File: src/rtl/mem_pkg.sv
// rtl/mem_pkg.sv - shared state enum, access-size encodings and LSU type packing for the MEM stage
//   No ports: imported by mem_access_stage and load_extend.
package mem_pkg;

   typedef enum logic [1:0] {
      IDLE   = 2'd0,
      ACCESS = 2'd1,
      RESP   = 2'd2
   } state_e;

   localparam logic [1:0] SZ_B = 2'd0;
   localparam logic [1:0] SZ_H = 2'd1;
   localparam logic [1:0] SZ_W = 2'd2;
   localparam logic [1:0] SZ_D = 2'd3;

   localparam int LSU_TYPE_W = 5;

   function automatic logic [3:0] size_to_bytes(input logic [1:0] size);
      return 4'd1 << size;
   endfunction

   // Byte count sits in [4:1]; bit 0 (LSU-side sign extension) is never requested
   // because extension is done in this stage.
   function automatic logic [LSU_TYPE_W-1:0] lsu_type_pack(input logic [1:0] size);
      return {size_to_bytes(size), 1'b0};
   endfunction

endpackage

File: src/rtl/mem_access_stage_if.sv
// rtl/mem_access_stage_if.sv - EX/LSU/WB signal bundle of the MEM stage
//   slave  : the MEM stage view (EX op in, LSU request out, LSU rdata in, WB result out)
//   master : the surrounding pipeline / LSU view
interface mem_access_stage_if #(
   parameter int XLEN = 64
);
   logic            ex_valid;
   logic            ex_ready;
   logic [XLEN-1:0] ex_addr;
   logic [XLEN-1:0] ex_wdata;
   logic [1:0]      ex_size;
   logic            ex_unsigned;
   logic            ex_is_load;
   logic            ex_is_store;
   logic [4:0]      ex_rd;
   logic [XLEN-1:0] ex_result;
   logic [XLEN-1:0] lsu_addr;
   logic [4:0]      lsu_type;
   logic            lsu_wen;
   logic [XLEN-1:0] lsu_wdata;
   logic [XLEN-1:0] lsu_rdata;
   logic            wb_valid;
   logic            wb_ready;
   logic [4:0]      wb_rd;
   logic [XLEN-1:0] wb_data;
   logic            wb_misalign;

   modport slave (
      input  ex_valid, ex_addr, ex_wdata, ex_size, ex_unsigned, ex_is_load, ex_is_store,
             ex_rd, ex_result, lsu_rdata, wb_ready,
      output ex_ready, lsu_addr, lsu_type, lsu_wen, lsu_wdata, wb_valid, wb_rd, wb_data,
             wb_misalign
   );

   modport master (
      output ex_valid, ex_addr, ex_wdata, ex_size, ex_unsigned, ex_is_load, ex_is_store,
             ex_rd, ex_result, lsu_rdata, wb_ready,
      input  ex_ready, lsu_addr, lsu_type, lsu_wen, lsu_wdata, wb_valid, wb_rd, wb_data,
             wb_misalign
   );
endinterface

File: src/rtl/mem_access_stage_load_extend.sv
// rtl/mem_access_stage_load_extend.sv - combinational sign/zero extension of LSU read data
//   rdata_i    : raw read data, byte 0 = byte at the request address
//   size_i     : access size (SZ_B/SZ_H/SZ_W/SZ_D)
//   unsigned_i : 1 = zero-extend, 0 = sign-extend from bit 8*bytes-1
//   data_o     : extended result
module load_extend
   import mem_pkg::*;
#(
   parameter int XLEN = 64
) (
   input  logic [XLEN-1:0] rdata_i,
   input  logic [1:0]      size_i,
   input  logic            unsigned_i,
   output logic [XLEN-1:0] data_o
);
   logic sign_fill;

   always_comb begin
      data_o    = rdata_i;
      sign_fill = 1'b0;
      case (size_i)
         SZ_B: begin
            sign_fill = ~unsigned_i & rdata_i[7];
            data_o    = {{(XLEN-8){sign_fill}}, rdata_i[7:0]};
         end
         SZ_H: begin
            sign_fill = ~unsigned_i & rdata_i[15];
            data_o    = {{(XLEN-16){sign_fill}}, rdata_i[15:0]};
         end
         SZ_W: begin
            sign_fill = ~unsigned_i & rdata_i[31];
            data_o    = {{(XLEN-32){sign_fill}}, rdata_i[31:0]};
         end
         default: data_o = rdata_i;
      endcase
   end
endmodule

File: src/rtl/mem_access_stage.sv
// rtl/mem_access_stage.sv - MEM stage: issues one LSU request per op, waits MEM_LAT, extends loads, hands result to WB
//   clock : rising-edge clock
//   reset : asynchronous, active-high
//   bus   : mem_access_stage_if.slave (EX accept handshake, LSU request/rdata, WB handshake)
module mem_access_stage
   import mem_pkg::*;
#(
   parameter int MEM_LAT = 2,
   parameter int XLEN    = 64
) (
   input logic               clock,
   input logic               reset,
   mem_access_stage_if.slave bus
);
   localparam int CNT_W = (MEM_LAT > 1) ? $clog2(MEM_LAT) : 1;

   state_e          state_q;
   logic [CNT_W-1:0] cnt_q;
   logic [1:0]      size_q;
   logic            uns_q;
   logic            store_q;
   logic            ex_ready_q;
   logic            lsu_wen_q;
   logic            wb_valid_q;
   logic            wb_misalign_q;
   logic [XLEN-1:0] lsu_addr_q;
   logic [XLEN-1:0] lsu_wdata_q;
   logic [XLEN-1:0] wb_data_q;
   logic [4:0]      lsu_type_q;
   logic [4:0]      wb_rd_q;

   logic            mem_op_d;
   logic            store_d;
   logic            misalign_d;
   logic [XLEN-1:0] wmask_d;
   logic [XLEN-1:0] ext_data_d;

   // A op flagged both load and store is executed as a load.
   assign mem_op_d = bus.ex_is_load | bus.ex_is_store;
   assign store_d  = bus.ex_is_store & ~bus.ex_is_load;

   always_comb begin
      misalign_d = 1'b0;
      wmask_d    = '1;
      case (bus.ex_size)
         SZ_B: wmask_d = {{(XLEN-8){1'b0}}, 8'hFF};
         SZ_H: begin
            misalign_d = bus.ex_addr[0];
            wmask_d    = {{(XLEN-16){1'b0}}, 16'hFFFF};
         end
         SZ_W: begin
            misalign_d = |bus.ex_addr[1:0];
            wmask_d    = {{(XLEN-32){1'b0}}, 32'hFFFF_FFFF};
         end
         default: misalign_d = |bus.ex_addr[2:0];
      endcase
   end

   load_extend #(.XLEN(XLEN)) u_load_extend (
      .rdata_i    (bus.lsu_rdata),
      .size_i     (size_q),
      .unsigned_i (uns_q),
      .data_o     (ext_data_d)
   );

   always_ff @(posedge clock or posedge reset) begin
      if (reset) begin
         state_q       <= IDLE;
         cnt_q         <= '0;
         size_q        <= SZ_B;
         uns_q         <= 1'b0;
         store_q       <= 1'b0;
         ex_ready_q    <= 1'b1;
         lsu_wen_q     <= 1'b0;
         lsu_addr_q    <= '0;
         lsu_type_q    <= '0;
         lsu_wdata_q   <= '0;
         wb_valid_q    <= 1'b0;
         wb_rd_q       <= '0;
         wb_data_q     <= '0;
         wb_misalign_q <= 1'b0;
      end else begin
         case (state_q)
            IDLE: begin
               if (bus.ex_valid) begin
                  size_q     <= bus.ex_size;
                  uns_q      <= bus.ex_unsigned;
                  store_q    <= store_d;
                  wb_rd_q    <= bus.ex_rd;
                  ex_ready_q <= 1'b0;
                  if (!mem_op_d) begin
                     wb_data_q     <= bus.ex_result;
                     wb_misalign_q <= 1'b0;
                     wb_valid_q    <= 1'b1;
                     state_q       <= RESP;
                  end else if (misalign_d) begin
                     // Misaligned: report straight away, LSU never sees the op.
                     wb_data_q     <= '0;
                     wb_misalign_q <= 1'b1;
                     wb_valid_q    <= 1'b1;
                     state_q       <= RESP;
                  end else begin
                     lsu_addr_q    <= bus.ex_addr;
                     lsu_type_q    <= lsu_type_pack(bus.ex_size);
                     lsu_wdata_q   <= bus.ex_wdata & wmask_d;
                     lsu_wen_q     <= store_d;
                     wb_misalign_q <= 1'b0;
                     cnt_q         <= CNT_W'(MEM_LAT - 1);
                     state_q       <= ACCESS;
                  end
               end
            end
            ACCESS: begin
               // The LSU writes on every cycle wen is high, so the strobe only covers
               // the first ACCESS cycle.
               lsu_wen_q <= 1'b0;
               if (cnt_q == '0) begin
                  wb_data_q   <= store_q ? '0 : ext_data_d;
                  wb_valid_q  <= 1'b1;
                  lsu_addr_q  <= '0;
                  lsu_type_q  <= '0;
                  lsu_wdata_q <= '0;
                  state_q     <= RESP;
               end else begin
                  cnt_q <= cnt_q - 1'b1;
               end
            end
            RESP: begin
               if (bus.wb_ready) begin
                  wb_valid_q <= 1'b0;
                  ex_ready_q <= 1'b1;
                  state_q    <= IDLE;
               end
            end
            default: state_q <= IDLE;
         endcase
      end
   end

   assign bus.ex_ready    = ex_ready_q;
   assign bus.lsu_addr    = lsu_addr_q;
   assign bus.lsu_type    = lsu_type_q;
   assign bus.lsu_wen     = lsu_wen_q;
   assign bus.lsu_wdata   = lsu_wdata_q;
   assign bus.wb_valid    = wb_valid_q;
   assign bus.wb_rd       = wb_rd_q;
   assign bus.wb_data     = wb_data_q;
   assign bus.wb_misalign = wb_misalign_q;
endmodule

File: src/flat_wrapper.sv
// flat-port wrapper written by rule: the top's interface ports become plain ports
module mem_access_stage_flat import mem_pkg::*;
#(
   parameter int MEM_LAT = 2,
   parameter int XLEN    = 64
)
  (clock, reset, bus_ex_valid, bus_ex_addr, bus_ex_wdata, bus_ex_size, bus_ex_unsigned, bus_ex_is_load, bus_ex_is_store, bus_ex_rd, bus_ex_result, bus_lsu_rdata, bus_wb_ready, bus_ex_ready, bus_lsu_addr, bus_lsu_type, bus_lsu_wen, bus_lsu_wdata, bus_wb_valid, bus_wb_rd, bus_wb_data, bus_wb_misalign);
  mem_access_stage_if #(.XLEN(XLEN)) bus_i ();
  input logic clock;
  input logic reset;
  input wire logic [$bits(bus_i.ex_valid)-1:0] bus_ex_valid;
  input wire logic [$bits(bus_i.ex_addr)-1:0] bus_ex_addr;
  input wire logic [$bits(bus_i.ex_wdata)-1:0] bus_ex_wdata;
  input wire logic [$bits(bus_i.ex_size)-1:0] bus_ex_size;
  input wire logic [$bits(bus_i.ex_unsigned)-1:0] bus_ex_unsigned;
  input wire logic [$bits(bus_i.ex_is_load)-1:0] bus_ex_is_load;
  input wire logic [$bits(bus_i.ex_is_store)-1:0] bus_ex_is_store;
  input wire logic [$bits(bus_i.ex_rd)-1:0] bus_ex_rd;
  input wire logic [$bits(bus_i.ex_result)-1:0] bus_ex_result;
  input wire logic [$bits(bus_i.lsu_rdata)-1:0] bus_lsu_rdata;
  input wire logic [$bits(bus_i.wb_ready)-1:0] bus_wb_ready;
  output wire logic [$bits(bus_i.ex_ready)-1:0] bus_ex_ready;
  output wire logic [$bits(bus_i.lsu_addr)-1:0] bus_lsu_addr;
  output wire logic [$bits(bus_i.lsu_type)-1:0] bus_lsu_type;
  output wire logic [$bits(bus_i.lsu_wen)-1:0] bus_lsu_wen;
  output wire logic [$bits(bus_i.lsu_wdata)-1:0] bus_lsu_wdata;
  output wire logic [$bits(bus_i.wb_valid)-1:0] bus_wb_valid;
  output wire logic [$bits(bus_i.wb_rd)-1:0] bus_wb_rd;
  output wire logic [$bits(bus_i.wb_data)-1:0] bus_wb_data;
  output wire logic [$bits(bus_i.wb_misalign)-1:0] bus_wb_misalign;
  assign bus_i.ex_valid = bus_ex_valid;
  assign bus_i.ex_addr = bus_ex_addr;
  assign bus_i.ex_wdata = bus_ex_wdata;
  assign bus_i.ex_size = bus_ex_size;
  assign bus_i.ex_unsigned = bus_ex_unsigned;
  assign bus_i.ex_is_load = bus_ex_is_load;
  assign bus_i.ex_is_store = bus_ex_is_store;
  assign bus_i.ex_rd = bus_ex_rd;
  assign bus_i.ex_result = bus_ex_result;
  assign bus_i.lsu_rdata = bus_lsu_rdata;
  assign bus_i.wb_ready = bus_wb_ready;
  assign bus_ex_ready = bus_i.ex_ready;
  assign bus_lsu_addr = bus_i.lsu_addr;
  assign bus_lsu_type = bus_i.lsu_type;
  assign bus_lsu_wen = bus_i.lsu_wen;
  assign bus_lsu_wdata = bus_i.lsu_wdata;
  assign bus_wb_valid = bus_i.wb_valid;
  assign bus_wb_rd = bus_i.wb_rd;
  assign bus_wb_data = bus_i.wb_data;
  assign bus_wb_misalign = bus_i.wb_misalign;
  mem_access_stage #(.MEM_LAT(MEM_LAT), .XLEN(XLEN)) u_core (.clock(clock), .reset(reset), .bus(bus_i));
endmodule
File: config.mk
export PLATFORM = sky130hd
export DESIGN_NAME = mem_access_stage_flat
export DESIGN_NICKNAME = d
export VERILOG_FILES = /design/src/rtl/mem_pkg.sv /design/src/rtl/mem_access_stage_if.sv /design/src/rtl/mem_access_stage_load_extend.sv /design/src/rtl/mem_access_stage.sv /design/src/flat_wrapper.sv
export SDC_FILE = /design/constraint.sdc
export NUM_CORES = 1
export LEC_CHECK = 0
export ABC_AREA = 1
export CAP_MARGIN = 5
export CELL_PAD_IN_SITES_DETAIL_PLACEMENT = 2
export CELL_PAD_IN_SITES_GLOBAL_PLACEMENT = 2
export CORE_ASPECT_RATIO = 1.5
export CORE_UTILIZATION = 19
export DETAILED_ROUTE_END_ITERATION = 16
export PLACE_DENSITY_LB_ADDON = 0.1
export SLEW_MARGIN = 20
export SYNTH_ARGS = -nofsm -noshare
export SYNTH_HDL_FRONTEND = slang
export SYNTH_SLANG_ARGS = --single-unit
export TNS_END_PERCENT = 30
File: constraint.sdc
create_clock -name clock -period 7.15 [get_ports clock]
set_clock_uncertainty 0.15 [all_clocks]
set_input_delay 1.43 -clock clock [delete_from_list [all_inputs] [get_ports clock]]
set_output_delay 1.43 -clock clock [all_outputs]
set_load 0.02 [all_outputs]
After elaboration in Yosys (flattened, before gate mapping)
Cells that the tools add are included.
{"block": "op_classes", "n_addsub": 1, "eq_ne": 12, "shifts": 1, "muxes": 49, "bitwise": 8, "n_reduce_logical": 15}
{"operator": "2-to-1 mux 64 bit", "n": 12}
{"operator": "one-hot mux 64 bit (2 select lines)", "n": 3}
{"operator": "one-hot mux 64 bit (3 select lines)", "n": 2}
{"operator": "AND 64 bit", "n": 1}
{"operator": "2-to-1 mux 5 bit", "n": 4}
{"operator": "2-to-1 mux 1 bit", "n": 16}
{"operator": "2-to-1 mux 2 bit", "n": 5}
{"operator": "one-hot mux 5 bit (2 select lines)", "n": 1}
{"operator": "AND reduction 5 bit", "n": 2}
{"operator": "!= test 2 bit (second input constant)", "n": 4}
{"operator": "AND reduction 4 bit", "n": 2}
{"operator": "equality test 2 x 1 -> 1 bit (second input constant)", "n": 3}
{"operator": "equality test 2 bit (second input constant)", "n": 3}
{"operator": "zero test 2 bit", "n": 3}
{"operator": "one-hot mux 1 bit (2 select lines)", "n": 3}
{"operator": "one-hot mux 1 bit (3 select lines)", "n": 2}
{"operator": "one-hot mux 2 bit (3 select lines)", "n": 1}
{"operator": "AND reduction 3 bit", "n": 2}
{"operator": "AND 1 bit", "n": 4}
{"operator": "nonzero test 2 bit", "n": 2}
{"operator": "left shift 1 x 2 -> 4 bit (first input constant)", "n": 1}
{"operator": "!= test 3 bit (second input constant)", "n": 1}
{"operator": "nonzero test 3 bit", "n": 1}
{"operator": "OR reduction 3 bit", "n": 1}
{"operator": "6 further kinds", "n": 7}
{"block": "totals", "ff_bits": 213, "input_bits": 270, "out_inout_bits": 206, "elab_cells": 100}

Logic depth before layout (Yosys ltp)
{"block": "depth", "depth_word": 7, "mapped_depth": 10, "depth_no_buf": 8}

Cells and area by module
A second synthesis with hierarchy kept.
{"block": "hier_totals", "cells_unflattened": 1594, "hier_area_um2": 11690.0}
{"mod": "mem_access_stage", "n_inst": 1, "cells_each": 1439, "area_per_inst_um2": 10780.3, "seq_area_each_um2": 5306.3}
{"mod": "load_extend", "n_inst": 1, "cells_each": 155, "area_per_inst_um2": 909.6, "seq_area_each_um2": 0.0}

Least setup slack after synthesis
No wires, ideal clock.
{"block": "synth_timing", "path_type": "input to register", "from": "input port bus_ex_addr[0]", "to": "register u_core.lsu_wdata_q[23], in the netlist u_core.bus.lsu_wdata[23]", "setup_ns": 0.126, "t_arrival_ns": 2.375, "required_ns": 6.874, "setup_slack_ns": 4.499, "cell_stages": 9, "n_path_buf": 3, "path_cell_list": "o21ai_1 -> nand3_1 -> nand2_1 -> nand3b_1 -> buf_4 -> buf_6 -> buf_6 -> nand2_1 -> o21ai_1"}
{"block": "synth_between", "elab_chain_len": 4, "word_cells_on_any_way": 5, "cone_classes": "eq/ne (1); mux (1); reduce/logical (3)"}
{"element": "from (decl)", "line_no": "flat_wrapper.sv:12", "source": "input wire logic [$bits(bus_i.ex_addr)-1:0] bus_ex_addr;"}
{"element": "OR reduction 3 bit / OR reduction 2 bit (equally long branches)", "line_no": "mem_access_stage.sv:55, mem_access_stage.sv:52"}
{"element": "one-hot mux 1 bit (3 select lines) *", "line_no": "mem_access_stage.sv:45", "source": "case (bus.ex_size)"}
{"element": "!= test 2 bit (no line) *"}
{"element": "AND reduction 5 bit (no line) *"}
{"element": "to (signal assigned)", "line_no": "mem_access_stage.sv:105", "source": "lsu_wdata_q <= bus.ex_wdata & wmask_d;"}
{"element": "to (decl)", "line_no": "mem_access_stage.sv:27", "source": "logic [XLEN-1:0] lsu_wdata_q;"}
Mark *: on every way between the ends. The rest lies on a longest branch, timed or not.
A chain may end at the register's enable or synchronous reset.

Worst setup path after layout
{"block": "layout_timing", "from": "input port bus_ex_size[1]", "to": "register u_core.wb_data_q[44], in the netlist u_core.bus.wb_data[44]"}
{"block": "layout_between", "elab_chain_len": 4, "word_cells_on_any_way": 6, "cone_classes": "eq/ne (3); mux (1); reduce/logical (2)"}
{"element": "from (decl)", "line_no": "flat_wrapper.sv:14", "source": "input wire logic [$bits(bus_i.ex_size)-1:0] bus_ex_size;"}
{"element": "equality test 2 bit, or another cell as far along", "line_no": "mem_access_stage.sv:45"}
{"element": "one-hot mux 1 bit (3 select lines) *", "line_no": "mem_access_stage.sv:45"}
{"element": "!= test 3 bit (no line) *"}
{"element": "AND reduction 4 bit (no line) *"}
{"element": "to (signal assigned)", "line_no": "mem_access_stage.sv:92", "source": "wb_data_q <= bus.ex_result;"}
{"element": "to (signal assigned)", "line_no": "mem_access_stage.sv:118", "source": "wb_data_q <= store_q ? '0 : ext_data_d;"}
{"element": "to (decl)", "line_no": "mem_access_stage.sv:28", "source": "logic [XLEN-1:0] wb_data_q;"}
Marked as above.

==> results_dict.tcl <==
set metrics [dict create \
    status "completed" \
    multi_input_area_um2 3680 \
    numCtsBuffers 26 \
    synth_cells 1191 \
    synth_edf_count 0 \
    layout_common_cells "nand2_1, clkdlybuf4s50_1, dfrtp_1" \
    vias 9714 \
    slew_violations 0 \
    die_h_um 275 \
    n_fill_cell 5606 \
    dp_cells 2255 \
    core_area_um2 48800 \
    cts.htree.levels 1 \
    cts_resized 0 \
    min_from "u_core.bus.lsu_addr[10]$_DFFE_PP0P_" \
    hpwl_um 31100 \
    r2r_end "u_core.bus.wb_data[58]$_DFFE_PP0P_" \
    critPathCapture "u_core.bus.wb_data[44]$_DFFE_PP0P_" \
    regArea_um2 5310 \
    async_flop_share 1.00 \
    path_cells "clkdlybuf4s50_1, buf_4, inv_1, nand3_1, nand4_1, o21bai_4, buf_4, nand2_1, nand2_1" \
    p_per_area_nw_per_um2 421 \
    syn2layout_area_growth_pct 65.1 \
    grt_first_pass_wirelength_um 65800 \
    rows 99 \
    ys_seq_area_frac 0.562 \
    drv_cap 0 \
    whs_ns 0.321 \
    end_kind "register" \
    fmax_ghz 0.271 \
    clk_pin_slew_ns 0.06 \
    clock_latency_ns 0.55 \
    post-cts-setup-buffers 0 \
    ios 476 \
    chipWidth_um 184 \
    instances_no_fill 2306 \
    ys_warn_count 0 \
    grt_antenna_before_repair 6 \
    ys_seq_elements 212 \
    routed_wirelength_um 44400 \
    rsz0062_at_grt "no" \
    path_class "primary input to register" \
    fin_crit_ns 3.69 \
    firstDrtPassIters 4 \
    hold_class "register to register" \
    min_period_over_period 0.516 \
    layout_commonest_cell "nand2_1" \
    gr-total-overflow 0 \
    via_per_inst 4.21 \
    start_util 0.193 \
    path_max_fanout 39 \
    cts_tree "yes" \
    worst_pin_slew_ns 1.01 \
    setup_tns_ns 0 \
    wl_per_cell_um 19.3 \
    p_leak_nw 7.20 \
    grt.total_usage 0.171 \
    grt_pass1_vias 10715 \
    grt_max_degree 182 \
    nets 1897 \
    portBuffers 474 \
    design.die.area_um2 50600 \
    synth.net_count 1461 \
    syn_area_um2 9440 \
    slew_headroom 0.326 \
    clockBufferDepth 3 \
    crit_arrival_ns 4.02 \
    setup_violations 0 \
    synth_cell_types 28 \
    clockRootBuffer "clkbuf_16" \
    postCtsHoldBufs 0 \
    hold_violations 0 \
    regToRegStartpoint "u_core.size_q[1]$_DFFE_PP0P_" \
    ir_drop_uv 191 \
    drtIter0Drc 324 \
    crit_path_start "bus_ex_size[1]" \
    synth_flop_cell "dfrtp_1" \
    critPathRequiredTime_ns 7.48 \
    ant_nets 0 \
    ff2ff_setup_slack_ns 3.99 \
    drive_gt1_frac 0.0365 \
    slowest_delay_ns 0.67 \
    drc 0 \
    numClockSinks 212 \
    ff2ff_path_depth 8 \
    syn_area_per_cell_um2 7.93 \
    start_kind "primary input" \
    gp_congestion 0.724 \
    finalPower_mw 6.56 \
    final_core_util 0.319 \
    crit_slowest_cell "o21bai_4" \
]
[critical path, delay by kind of cell]
family | cells | cell delay (ns)
AO/OA/AOI/OAI | 1 | 0.67
buffers and inverters | 4 | 1.38
AND/OR/NAND/NOR | 4 | 0.49
[cell families (layout without fill, tap and decap cells)]
kind of cell / Yosys count / in the layout / share of synthesized area
other: 1 / 5 / 0.000397
and+or+nand+nor: 741 / 741 / 0.309
DFF: 212 / 212 / 0.562
buffers and inverters: 96 / 551 / 0.0505
AOI/OAI and AO/OA: 141 / 141 / 0.0783
[cell usage after synthesis, types with 2 or more instances]
library cell  count  share of area
inv_1            12         0.0048
o21ai_0         117          0.062
clkbuf_1         39          0.016
buf_6            10          0.012
a22o_1            7         0.0065
dfrtp_1         211           0.56
buf_1             3         0.0012
nand3_1          79          0.042
buf_4             3         0.0024
nand2_1         646           0.26
nor2_2            2         0.0013
nor2_1            7         0.0028
inv_2             2        0.00080
nand3b_1          2         0.0016
clkinv_1          3         0.0012
buf_2            24          0.013
o21ai_1          13         0.0069
[final cells by class]
class	count	area share
Sequential cell	212	0.340
Timing Repair Buffer	487	0.313
Multi-Input combinational cell	883	0.236
Tap cell	656	0.0527
Clock buffer	44	0.0500
Inverter	17	0.00433
Clock inverter	3	0.00257
Antenna cell	4	0.000642
[worst min path at each step]
| stage | end | cells after the start |
|---|---|---|
| 2_1_floorplan | u_core.cnt_q$_DFFE_PP0P_ | 2 |
| 3_3_place_gp | u_core.bus.lsu_wdata[7]$_DFFE_PP0P_ | 2 |
| 3_5_place_dp | u_core.bus.lsu_addr[46]$_DFFE_PP0P_ | 2 |
| 4_1_cts | u_core.bus.lsu_addr[10]$_DFFE_PP0P_ | 2 |
| 5_1_grt | u_core.bus.lsu_addr[35]$_DFFE_PP0P_ | 2 |
| 6_report | u_core.bus.lsu_addr[10]$_DFFE_PP0P_ | 2 |
[layer usage]
layer / vias to the layer above / GRT usage / share of wire
li1: 4624 / - / -
met4: 4 / 0.0566 / 0.023
met1: 4744 / 0.180 / 0.36
met2: 292 / 0.313 / 0.52
met3: 50 / 0.0601 / 0.090
met5: - / 0 / 0.00070
[registers in the layout, summed over array words and instances (netlist names), 2 cells and up]
name,count
u_core.bus.wb_data,64
u_core.bus.lsu_type,4
u_core.bus.lsu_addr,64
u_core.bus.wb_rd,5
u_core.state_q,2
u_core.bus.lsu_wdata,64
u_core.size_q,2
[through the flow]
stage	cell area [um^2]	setup WS, ns
finish	15600	3.46
global route	15600	3.23
CTS	15600	3.42
detailed placement	14800	2.83
global placement	14800	2.92
floorplan	9440	2.81
[power by group]
| group | switching (mW) | internal [mW] |
|---|---|---|
| combinational | 1.84 | 1.33 |
| sequential | 0.341 | 1.74 |
| clock | 0.552 | 0.771 |
Note: power is estimated with default switching activity, not from simulation.
